## config.mk

```make
export PLATFORM = sky130hd
export DESIGN_NAME = instr_fetch_unit
export DESIGN_NICKNAME = d
export VERILOG_FILES = /design/src/rtl/proc_pkg.sv /design/src/rtl/instr_fetch_unit.sv
export SDC_FILE = /design/constraint.sdc
export NUM_CORES = 1
export LEC_CHECK = 0
export ABC_AREA = 1
export CELL_PAD_IN_SITES_DETAIL_PLACEMENT = 1
export CELL_PAD_IN_SITES_GLOBAL_PLACEMENT = 1
export CORE_ASPECT_RATIO = 0.8
export CORE_MARGIN = 2
export CORE_UTILIZATION = 26
export DETAILED_ROUTE_END_ITERATION = 6
export PLACE_DENSITY_LB_ADDON = 0.08
export SLEW_MARGIN = 40
export SYNTH_ARGS = -nofsm -noshare
export SYNTH_HDL_FRONTEND = slang
export SYNTH_SLANG_ARGS = --single-unit
```

## constraint.sdc

```tcl
create_clock -name clk -period 1.4 [get_ports clk]
set_input_delay 0.28 -clock clk [delete_from_list [all_inputs] [get_ports clk]]
set_output_delay 0.28 -clock clk [all_outputs]
set_load 0.005 [all_outputs]
```

## src/rtl/proc_pkg.sv

```systemverilog
// proc_pkg: shared definitions for the processor front end.
//   ifu_state_e        - instruction fetch unit FSM states
//   END_INSTR_DEFAULT  - default instruction word that halts fetching
package proc_pkg;

  typedef enum logic [2:0] {
    IDLE,
    FETCH,
    WAIT,
    READY,
    HALT
  } ifu_state_e;

  localparam logic [15:0] END_INSTR_DEFAULT = 16'hFFFF;

endpackage : proc_pkg

```

## src/rtl/instr_fetch_unit.sv

```systemverilog
// instr_fetch_unit: fetches instruction words from a synchronous instruction
// RAM (one cycle read latency) into IR for the mapping block.
//
// Ports:
//   clk         - clock, rising edge
//   rst_n       - synchronous active-low reset
//   start       - one-cycle pulse, begins a program at start_addr (IDLE/HALT only)
//   start_addr  - first instruction address
//   fetch_req   - advance to the next instruction (honoured in READY only)
//   jump_en     - with fetch_req, redirect pc to jump_addr before fetching
//   jump_addr   - jump target
//   iram_en     - instruction RAM read enable (high in FETCH only)
//   iram_addr   - instruction RAM read address (always equals pc)
//   iram_rdata  - instruction RAM read data, valid the cycle after iram_en
//   IR          - instruction register
//   ir_valid    - IR holds a decodable instruction (READY)
//   pc          - address of the next instruction to fetch
//   halted      - END_INSTR has been loaded (HALT)
//   fetch_count - saturating count of IR loads; present only when the macro
//                 IFU_FETCH_COUNT_EN is defined
module instr_fetch_unit
  import proc_pkg::*;
#(
  parameter int unsigned        ADDR_W    = 8,
  parameter int unsigned        DATA_W    = 16,
  parameter logic [DATA_W-1:0]  END_INSTR = END_INSTR_DEFAULT
) (
  input  logic              clk,
  input  logic              rst_n,
  input  logic              start,
  input  logic [ADDR_W-1:0] start_addr,
  input  logic              fetch_req,
  input  logic              jump_en,
  input  logic [ADDR_W-1:0] jump_addr,
  output logic              iram_en,
  output logic [ADDR_W-1:0] iram_addr,
  input  logic [DATA_W-1:0] iram_rdata,
  output logic [DATA_W-1:0] IR,
  output logic              ir_valid,
  output logic [ADDR_W-1:0] pc,
  output logic              halted
`ifdef IFU_FETCH_COUNT_EN
  ,
  output logic [15:0]       fetch_count
`endif
);

  localparam logic [ADDR_W-1:0] PC_ONE = 1;

  ifu_state_e        state, state_nxt;
  logic [ADDR_W-1:0] pc_q, pc_nxt;
  logic [DATA_W-1:0] ir_q;
  logic              ir_load;

  // Next-state and next-pc logic
  always_comb begin
    state_nxt = state;
    pc_nxt    = pc_q;
    ir_load   = 1'b0;
    unique case (state)
      IDLE, HALT: begin
        if (start) begin
          pc_nxt    = start_addr;
          state_nxt = FETCH;
        end
      end
      FETCH: begin
        state_nxt = WAIT;
      end
      WAIT: begin
        // RAM data is valid now: capture it and step pc (wraps naturally)
        ir_load   = 1'b1;
        pc_nxt    = pc_q + PC_ONE;
        state_nxt = (iram_rdata == END_INSTR) ? HALT : READY;
      end
      READY: begin
        if (fetch_req) begin
          if (jump_en) begin
            pc_nxt = jump_addr;
          end
          state_nxt = FETCH;
        end
      end
      default: begin
        state_nxt = IDLE;
      end
    endcase
  end

  // State, pc and IR registers; reset wins over an in-flight WAIT load
  always_ff @(posedge clk) begin
    if (!rst_n) begin
      state <= IDLE;
      pc_q  <= '0;
      ir_q  <= '0;
    end else begin
      state <= state_nxt;
      pc_q  <= pc_nxt;
      if (ir_load) begin
        ir_q <= iram_rdata;
      end
    end
  end

  assign iram_en   = (state == FETCH);
  assign iram_addr = pc_q;
  assign IR        = ir_q;
  assign pc        = pc_q;
  assign ir_valid  = (state == READY);
  assign halted    = (state == HALT);

`ifdef IFU_FETCH_COUNT_EN
  logic        start_ok;
  logic [15:0] fcnt_q;

  // Only a start that is actually accepted (IDLE/HALT) clears the count
  assign start_ok = start && ((state == IDLE) || (state == HALT));

  always_ff @(posedge clk) begin
    if (!rst_n) begin
      fcnt_q <= '0;
    end else if (start_ok) begin
      fcnt_q <= '0;
    end else if (ir_load && (fcnt_q != '1)) begin
      fcnt_q <= fcnt_q + 16'd1;
    end
  end

  assign fetch_count = fcnt_q;
`endif

endmodule : instr_fetch_unit

```

==> results of run 1 <==
-- registers in the layout (all words and copies together), names as in the netlist --
signal     count
iram_addr      8
IR            16
state          3
-- power groups by stage --
stage / logic, mW / clock network [mW] / registers (mW)
floorplan: 1.01 / 0 / 1.20
finish: 2.35 / 0.462 / 1.21
CTS: 2.15 / 0.495 / 1.19
global route: 2.59 / 0.526 / 1.25
detailed placement: 2.03 / 0 / 1.22
global placement: 2.01 / 0 / 1.21
-- worst max path at each step --
stage / start / to / slack (ns) / depth (start not counted)
after floorplan: state[2]$_SDFFE_PN0P_ / iram_addr[0]$_SDFFE_PN0P_ / 0.18 / 8
after CTS: IR[7]$_SDFFE_PN0P_ / IR[7] / 0.0002 / 1
after detailed placement: iram_rdata[1] / state[1]$_SDFFE_PN0P_ / -0.19 / 8
after global placement: iram_rdata[13] / state[1]$_SDFFE_PN0P_ / -0.16 / 8
after global routing: state[2]$_SDFFE_PN0P_ / iram_addr[6]$_SDFFE_PN0P_ / -0.07 / 7
final: state[2]$_SDFFE_PN0P_ / iram_addr[6]$_SDFFE_PN0P_ / -0.01 / 7
-- layout make-up --
class / count / area, sq um
sequential: 27 / 578.1
clock buffer: 4 / 45.04
multi-input combinational: 163 / 835.8
fill: 690 / 2861
timing repair buffer: 104 / 944.7
tap: 65 / 81.33
inverter: 15 / 58.81
-- kinds of logic (layout without fill, tap and decap cells) --
| family | Yosys count | after routing | share of synthesized area (%) |
|---|---|---|---|
| adder cells (fa/ha/maj) | 1 | 1 | 0.8672 |
| AND/OR/NAND/NOR | 125 | 126 | 35.99 |
| flip-flops | 27 | 27 | 37.47 |
| buffers and inverters | 32 | 123 | 11.71 |
| AO/OA/AOI/OAI | 36 | 36 | 13.96 |
-- what timing repair did --
action / CTS / global route
cloned: 0 / 1
endpoints found under the setup margin: 51 / 30
resized for setup: 64 / 44
buffers inserted: 11 / 1
pin swaps: 1 / 12
-- critical path: cells and delay by family, from the launching register on --
| family | cells | cell delay, ns |
|---|---|---|
| AO/OA/AOI/OAI | 2 | 0.26 |
| buffers and inverters | 2 | 0.27 |
| flip-flops | 1 | 0.37 |
| AND/OR/NAND/NOR | 3 | 0.40 |
-- metrics by stage --
stage / utilization, % / setup slack [ns]
after floorplan: - / 0.1815
after global placement: 42.18 / -0.1595
after detailed placement: 42.18 / -0.1872
after CTS: 44.88 / 0.0001535
after global routing: 47.06 / -0.06583
final: 47.06 / -0.01018
-- cells in the mapped netlist --
master,count,share of area [%]
o21ai_0,22,7.6
nor2_2,2,0.87
nor3_1,5,1.7
buf_2,3,1.0
nand4_1,1,0.43
nand3_1,5,1.7
o21a_1,1,0.52
inv_1,13,3.4
nor2_1,56,15
a21oi_1,8,2.8
buf_4,8,4.2
nor2_4,2,1.6
a21oi_4,1,1.1
dfxtp_1,27,37
nand3b_1,1,0.52
o211ai_1,2,1.0
nand2_2,2,0.87
inv_2,2,0.52
nand2_1,50,13
a22oi_1,1,0.52
o21ai_1,1,0.35
ha_1,1,0.87
clkbuf_1,4,1.0
nor3_2,1,0.69
buf_6,2,1.6
-- layer usage --
metal	wire, um	share of wire, %	GRT usage [%]	up-vias
met5	0	0	0	-
met4	55	1.1	3.590	0
met3	365	7.0	5.601	7
met2	2295	44	27.44	50
met1	2493	48	22.55	754
li1	-	-	-	876
==> results.yml, run 1 <==
status:
  status: "finished, violations left"
  violations: "negative setup slack"
die:
  ios: 72
  dieArea_sq_um: 6164
  core.rowCount: 24
  dieHeight_um: 70.63
  core-area_sq_um: 5405
  start_util_pct: 26.69
  die_w_um: 87.28
setup_path:
  r2r_cells: 7
  reg2reg_to: "iram_addr[6]$_SDFFE_PN0P_"
  cp_common_cell: "nand2_4"
  critPathCaptureType: "register"
  slowest_stage: "dfxtp_4"
  cp-start-kind: "register"
  regToRegSetupSlack_ns: -0.01
  crit_fanout: 7
  cp_data_required_time_ns: 1.57
  rr_startpoint: "state[2]$_SDFFE_PN0P_"
  crit_arrival_ns: 1.58
  cp_cell_sequence: "inv_2 -> nand2_4 -> buf_4 -> a21oi_4 -> nand2_4 -> nor2_1 -> a21oi_2"
  crit_type: "reg -> reg"
  slowest_delay_ns: 0.37
timing:
  setup_ws_ns: -0.01018
  fin_tns_setup_ns: -0.01203
  layout_min_cycle_time_ns: 1.410
  final-hold-violation-count: 0
  rsz0062_at_grt: "yes"
  skew_ns: 0.005070
  worst_pin_slew_ns: 0.2887
  whs_ns: 0.5070
  finalCritPeriodShare_pct: 100.7
  fmax_mhz: 709.1
  setup_viol: 2
  slew_viol_final: 0
  slew_headroom_pct: 80.60
power_and_ir_drop:
  vdd.ir_drop.worst_mv: 0.6144
  p_comb_share_pct: 58.4
  p_leak_nw: 1.309
  switching_share_pct: 39.20
  p_switching_mw: 1.576
  power.density_nw_per_um2: 1580
  power.total_mw: 4.019
  seqPwrFrac_pct: 30.1
  internal_power_mw: 2.444
  p_clk_share_pct: 11.5
placement:
  place_inst: 361
  hpwlAfterDp_um: 3726
  port_buffers: 71
  placed_area_sq_um: 2280
  gp_congestion: 0.6946
finish:
  final_cell_mix: "51 x nor2_1, 42 x nand2_1, 36 x clkdlybuf4s50_1"
  fin_area_sq_um: 2544
  final_common_cell: "nor2_1"
  diodes: 0
  final_net_count: 352
  layout.cells.non_filler: 378
  drive_above_1_share_pct: 28.75
  syn_to_final_growth_pct: 76.32
logic_synthesis:
  syn_area_per_cell_sq_um: 6.528
  synth.distinct_cells: 25
  yosysWarnings: 0
  netlist_area_sq_um: 1443
  synth_seq_cells: 27
  syn-num-nets: 259
  synth_cells: 221
  seq_area_frac_synth_pct: 37.47
drt:
  route.detailed.drc: 0
  wl_per_cell_um: 13.78
  ant_nets: 0
  vias: 1687
  drt-pass1-iter-count: 6
  wirelength_um: 5209
  drtIter0Drc: 41
  vias_per_cell: 4.463
grt:
  grt_overflow: 0
  track_usage_pct: 17.12
  grt_pass1_vias: 1764
  antenna_found_initial: 0
  grt_pass1_wl_um: 8418
  grt_max_degree: 15
hold_path:
  hold_depth: 2
  worstHoldEndpoint: "IR[7]$_SDFFE_PN0P_"
  hold_class: "reg -> reg"
  hp-start: "IR[7]$_SDFFE_PN0P_"
job:
  maxCapViolations: 0
cts:
  numCtsBuffers: 3
  cts.sinks: 27
  postCtsHoldBufs: 0
  clock_latency_ns: 0.28
  clkSlewWorstSetupHoldPaths_ns: 0.10
  cts.path.max_buffers: 2
  cts_root_buffer: "clkbuf_8"
  tritoncts: "done"
  htreeDepth: 1
Note: power is estimated with default switching activity, not from simulation.
==> run 2, diff against run 1 <==
--- a/config.mk
+++ b/config.mk
@@ -8,7 +8,7 @@
 export ABC_AREA = 1
 export CELL_PAD_IN_SITES_DETAIL_PLACEMENT = 1
 export CELL_PAD_IN_SITES_GLOBAL_PLACEMENT = 1
-export CORE_ASPECT_RATIO = 0.8
+export CORE_ASPECT_RATIO = 0.9
 export CORE_MARGIN = 2
 export CORE_UTILIZATION = 26
 export DETAILED_ROUTE_END_ITERATION = 6
==> run 2 against run 1 <==
  * The flow now finishes without violations
  * Global-route usage shrank 0.96 points
  * Hold slack improved by 0.0094 ns
  * First-iteration DRC count up 83%
  * Sequential share of layout area grew 0.41 points
  * Clock power increased by 0.9%
  * Critical path depth shrank 2
  * Critical endpoint is now ir_valid
  * Largest power group unchanged
==> results.yml, run 2 (synthesis results as in run 1) <==
status:
  status: "finished clean"
hold_path:
  hold_depth: 2
  hp-start: "IR[11]$_SDFFE_PN0P_"
  hold_class: "reg -> reg"
drt:
  drt-pass1-iter-count: 2
  drtIter0Drc: 75
  wirelength_um: 4781
  vias: 1687
  vias_per_cell: 4.463
  route.detailed.drc: 0
  wl_per_cell_um: 12.65
  ant_nets: 0
timing:
  layout_min_cycle_time_ns: 1.359
  final-hold-violation-count: 0
  slew_viol_final: 0
  setup_viol: 0
  rsz0062_at_grt: "yes"
  slew_headroom_pct: 84.56
  fmax_mhz: 735.9
  finalCritPeriodShare_pct: 97.06
  worst_pin_slew_ns: 0.2307
  skew_ns: 0.005799
power_and_ir_drop:
  internal_power_mw: 2.405
  p_comb_share_pct: 56.3
  seqPwrFrac_pct: 31.6
  p_leak_nw: 1.321
  vdd.ir_drop.worst_mv: 0.6253
  switching_share_pct: 37.59
  power.density_nw_per_um2: 1539
  p_switching_mw: 1.449
  p_clk_share_pct: 12.1
setup_path:
  cp-start-kind: "register"
  crit_fanout: 5
  critPathCaptureType: "output port"
  startpoint: "state[2]$_SDFFE_PN0P_"
  r2r_cells: 8
  rr_startpoint: "state[1]$_SDFFE_PN0P_"
  crit_type: "reg -> out"
  crit_arrival_ns: 1.08
  cp_data_required_time_ns: 1.12
grt:
  track_usage_pct: 16.16
  grt_pass1_vias: 1730
  antenna_found_initial: 0
  grt_pass1_wl_um: 7769
  grt_overflow: 0
  grt_max_degree: 28
finish:
  fin_util_pct: 47.08
  final_common_cell: "nor2_1"
  syn_to_final_growth_pct: 73.55
  diodes: 0
  n_fill_cell: 702
  multi_input_area_sq_um: 778.2
  drive_above_1_share_pct: 25.40
  fin_area_sq_um: 2504
  regArea_sq_um: 579.3
  final_net_count: 350
  largest_register_ffs: 16
  final_cell_mix: "55 x nor2_1, 47 x nand2_1, 36 x clkdlybuf4s50_1"
cts:
  clkSlewWorstSetupHoldPaths_ns: 0.10
  htreeDepth: 1
  cts.path.max_buffers: 2
  numCtsBuffers: 3
  cts_root_buffer: "clkbuf_8"
  clock_latency_ns: 0.28
  cts.sinks: 27
  tritoncts: "done"
  postCtsHoldBufs: 0
die:
  die_w_um: 82.52
  start_util_pct: 27.13
  dieArea_sq_um: 6161
  core.rowCount: 25
  ios: 72
  dieHeight_um: 74.67
  core-area_sq_um: 5318
placement:
  port_buffers: 71
  placed_area_sq_um: 2287
  gp_congestion: 0.7467
  hpwlAfterDp_um: 3567
job:
  maxCapViolations: 0
[run 2: changes by cell type in the layout (fill, tap and decap cells not counted), sizes merged]
cell,before,now
dlygate4sd2,26,23
dlymetal6s2s,6,9
buf,36,34
clkinvlp,0,1
nand2,53,52
[run 2: cell type report]
| cell class | instances | area share (%) |
|---|---|---|
| Clock inverter | 1 | 0.2999 |
| Inverter | 15 | 2.249 |
| Multi-Input combinational cell | 162 | 31.08 |
| Sequential cell | 27 | 23.14 |
| Clock buffer | 3 | 1.649 |
| Tap cell | 67 | 3.348 |
| Timing Repair Buffer | 103 | 38.23 |
[run 2: power groups by stage]
stage               clock, mW  sequential [mW]  combinational, mW
global route            0.520             1.26               2.43
detailed placement          0             1.22               2.02
finish                  0.466             1.22               2.17
CTS                     0.487             1.22               2.10
floorplan                   0             1.20               1.01
global placement            0             1.21               2.00
[run 2: worst max-delay path: stages (launching register included)]
cell and delay, ns:
dfxtp_2 0.34, inv_2 0.08, nand2_4 0.08, buf_6 0.12
nor2_4 0.07, buf_2 0.11
[run 2: per-layer routing]
layer / global-route usage, % / vias to the layer above / share of wire (%)
met4: 1.639 / 0 / 0.36
met2: 29.93 / 35 / 50
li1: - / 870 / -
met1: 19.73 / 780 / 45
met3: 3.837 / 2 / 4.7
met5: 0 / - / 0
[run 2: repair_timing]
| action | 4_1_cts | 5_1_grt |
|---|---|---|
| pin swaps | 0 | 6 |
| hold endpoints to repair | 0 | 0 |
| resized for setup | 62 | 26 |
| setup endpoints to repair | 43 | 35 |
| setup buffers | 8 | 4 |
[run 2: worst paths after layout]
path,end,slack (ns)
setup reg to reg,iram_addr[7]$_SDFFE_PN0P_,0.07
setup / recovery,ir_valid,0.04
hold reg to reg,IR[11]$_SDFFE_PN0P_,0.52
hold / removal,IR[11]$_SDFFE_PN0P_,0.52
[run 2: metrics by stage]
| step | hold WS, ns | setup WS (ns) | TNS, ns | std cells | power [mW] |
|---|---|---|---|---|---|
| 2_1_floorplan | 0.4149 | 0.1815 | 0 | 221 | 2.211 |
| 3_3_place_gp | 0.4912 | -0.1950 | -1.108 | 362 | 3.211 |
| 3_5_place_dp | 0.5007 | -0.2167 | -1.365 | 362 | 3.236 |
| 4_1_cts | 0.5218 | 0.0003142 | 0 | 374 | 3.806 |
| 5_1_grt | 0.5493 | -0.04216 | -0.1229 | 378 | 4.203 |
| 6_report | 0.5164 | 0.04111 | 0 | 378 | 3.854 |
==> run 3, diff against run 2 <==
--- a/config.mk
+++ b/config.mk
@@ -6,13 +6,11 @@
 export NUM_CORES = 1
 export LEC_CHECK = 0
 export ABC_AREA = 1
-export CELL_PAD_IN_SITES_DETAIL_PLACEMENT = 1
-export CELL_PAD_IN_SITES_GLOBAL_PLACEMENT = 1
 export CORE_ASPECT_RATIO = 0.9
 export CORE_MARGIN = 2
-export CORE_UTILIZATION = 26
+export CORE_UTILIZATION = 40
 export DETAILED_ROUTE_END_ITERATION = 6
-export PLACE_DENSITY_LB_ADDON = 0.08
+export PLACE_DENSITY_LB_ADDON = 0.1
 export SLEW_MARGIN = 40
 export SYNTH_ARGS = -nofsm -noshare
 export SYNTH_HDL_FRONTEND = slang
==> run 3 against run 2 <==
  * Critical path type unchanged
  * Cell count is 7.1% lower
  * Critical path depth decreased by 4
  * Largest power group unchanged
  * Clock power fell by 5.4%
  * Via count decreased by 0.59%
  * Clock-buffer cell count unchanged
  * First-iteration DRC count grew 6.7%
  * Clock skew down 0.0040 ns
  * Setup slack worse by 0.016 ns
  * Maximum frequency fell by 1.1%
  * Sequential cell count unchanged
==> results.yml, run 3 (synthesis results as in run 1) <==
die:
  dieArea_sq_um: 4104
  start_util_pct: 42.39
  ios: 72
  core.rowCount: 20
  core-area_sq_um: 3403
  die_w_um: 67.31
  dieHeight_um: 60.98
power_and_ir_drop:
  p_leak_nw: 1.413
  power.density_nw_per_um2: 1538
  vdd.ir_drop.worst_mv: 0.9268
cts:
  tritoncts: "done"
  clkSlewWorstSetupHoldPaths_ns: 0.09
  numCtsBuffers: 3
  htreeDepth: 1
  cts.path.max_buffers: 2
  postCtsHoldBufs: 0
  cts_root_buffer: "clkbuf_8"
  clock_latency_ns: 0.27
  cts.sinks: 27
setup_path:
  critPathCaptureType: "output port"
  slowest_stage: "clkdlybuf4s50_1"
  cp_cell_sequence: "clkdlybuf4s50_1"
  crit_family: "buffers and inverters"
  crit_type: "reg -> out"
  r2r_cells: 8
  cp-start-kind: "register"
  slowest_delay_ns: 0.49
  crit_buf_inv: 1
  cp_data_required_time_ns: 1.12
  crit_arrival_ns: 1.09
  rr_startpoint: "state[0]$_SDFFE_PN0P_"
  regToRegSetupSlack_ns: 0.09
  crit_fanout: 2
  reg2reg_to: "iram_addr[0]$_SDFFE_PN0P_"
placement:
  gp_congestion: 0.7899
  pre_cts_ws_ns: -0.1824
  place_inst: 337
  port_buffers: 71
  hpwlAfterDp_um: 2923
timing:
  worst_pin_slew_ns: 0.3419
  slew_headroom_pct: 77.18
  fmax_mhz: 727.5
  final-hold-violation-count: 0
  rsz0062_at_grt: "yes"
  setup_ws_ns: 0.02534
  setup_viol: 0
  layout_min_cycle_time_ns: 1.375
  finalCritPeriodShare_pct: 98.19
  whs_ns: 0.5097
  skew_ns: 0.001815
  slew_viol_final: 0
hold_path:
  worstHoldEndpoint: "IR[10]$_SDFFE_PN0P_"
  hold_class: "reg -> reg"
  hp-start: "IR[10]$_SDFFE_PN0P_"
  hold_depth: 2
drt:
  drtIter0Drc: 80
  ant_nets: 0
  vias: 1677
  wl_per_cell_um: 11.81
  wirelength_um: 4147
  vias_per_cell: 4.778
  route.detailed.drc: 0
  drt-pass1-iter-count: 4
finish:
  diodes: 0
  final_cell_mix: "54 x nor2_1, 49 x nand2_1, 38 x clkdlybuf4s50_1"
  layout.cells.non_filler: 351
  final_common_cell: "nor2_1"
  drive_above_1_share_pct: 24.10
  syn_to_final_growth_pct: 70.77
  largest_register_ffs: 16
  n_fill_cell: 297
  final_net_count: 346
grt:
  grt_max_degree: 28
  grt_overflow: 0
  grt_pass1_wl_um: 6727
  antenna_found_initial: 0
  track_usage_pct: 21.29
  grt_pass1_vias: 1524
job:
  maxCapViolations: 0
status:
  status: "finished clean"
-- run 3: changes by cell type in the layout (fill, tap and decap cells not counted), moves of 3 or more --
cell	change
dfxtp_4	-3
dlymetal6s2s_1	+10
buf_6	-4
dlygate4sd2_1	-12
dfxtp_2	+5
-- run 3: stage by stage --
stage / TNS (ns) / utilization (%) / total power, mW / area (sq um)
floorplan: 0 / - / 2.211 / 1443
global placement: -0.8220 / 65.92 / 3.147 / 2243
detailed placement: -1.049 / 65.92 / 3.170 / 2243
CTS: 0 / 70.15 / 3.802 / 2387
global route: -0.002952 / 72.39 / 4.099 / 2464
finish: 0 / 72.39 / 3.788 / 2464
-- run 3: how the worst max path moves through the flow --
stage,from,to,slack (ns),cells after the start
after detailed placement,iram_rdata[1],state[0]$_SDFFE_PN0P_,-0.18,8
after floorplan,state[2]$_SDFFE_PN0P_,iram_addr[0]$_SDFFE_PN0P_,0.18,8
final,IR[6]$_SDFFE_PN0P_,IR[6],0.03,1
after global placement,iram_rdata[1],state[1]$_SDFFE_PN0P_,-0.14,8
after CTS,iram_addr[0]$_SDFFE_PN0P_,pc[0],0.001,1
after global routing,state[2]$_SDFFE_PN0P_,iram_addr[7]$_SDFFE_PN0P_,-0.003,10
-- run 3: timing repair --
| item | CTS | global route |
|---|---|---|
| pin swaps | 1 | 3 |
| endpoints found under the setup margin | 41 | 36 |
| buffers inserted | 10 | 0 |
| resized for setup | 44 | 36 |
-- run 3: report_power, final --
part / total, mW / switching, mW / internal (mW)
logic: 2.13 / 0.999 / 1.14
clock network: 0.441 / 0.242 / 0.199
registers: 1.21 / 0.154 / 1.06
total: 3.79 / 1.39 / 2.39
-- run 3: per-layer routing --
| metal | track usage, % | wire (um) | share of wire, % | up-vias |
|---|---|---|---|---|
| li1 | - | - | - | 867 |
| met1 | 27.59 | 1871 | 45 | 735 |
| met2 | 35.50 | 1855 | 45 | 71 |
| met3 | 5.751 | 380 | 9.2 | 4 |
| met4 | 5.248 | 39 | 0.94 | 0 |
| met5 | 0 | 0 | 0 | - |
-- run 3: cell type report --
class	instances	area, sq um	area share (%)
clock buffer	3	41.29	1.676
clock inverter	1	5.005	0.2031
inverter	15	56.30	2.285
multi-input combinational	162	779.5	31.64
sequential	27	574.3	23.31
tap	44	55.05	2.235
timing repair buffer	99	952.2	38.65
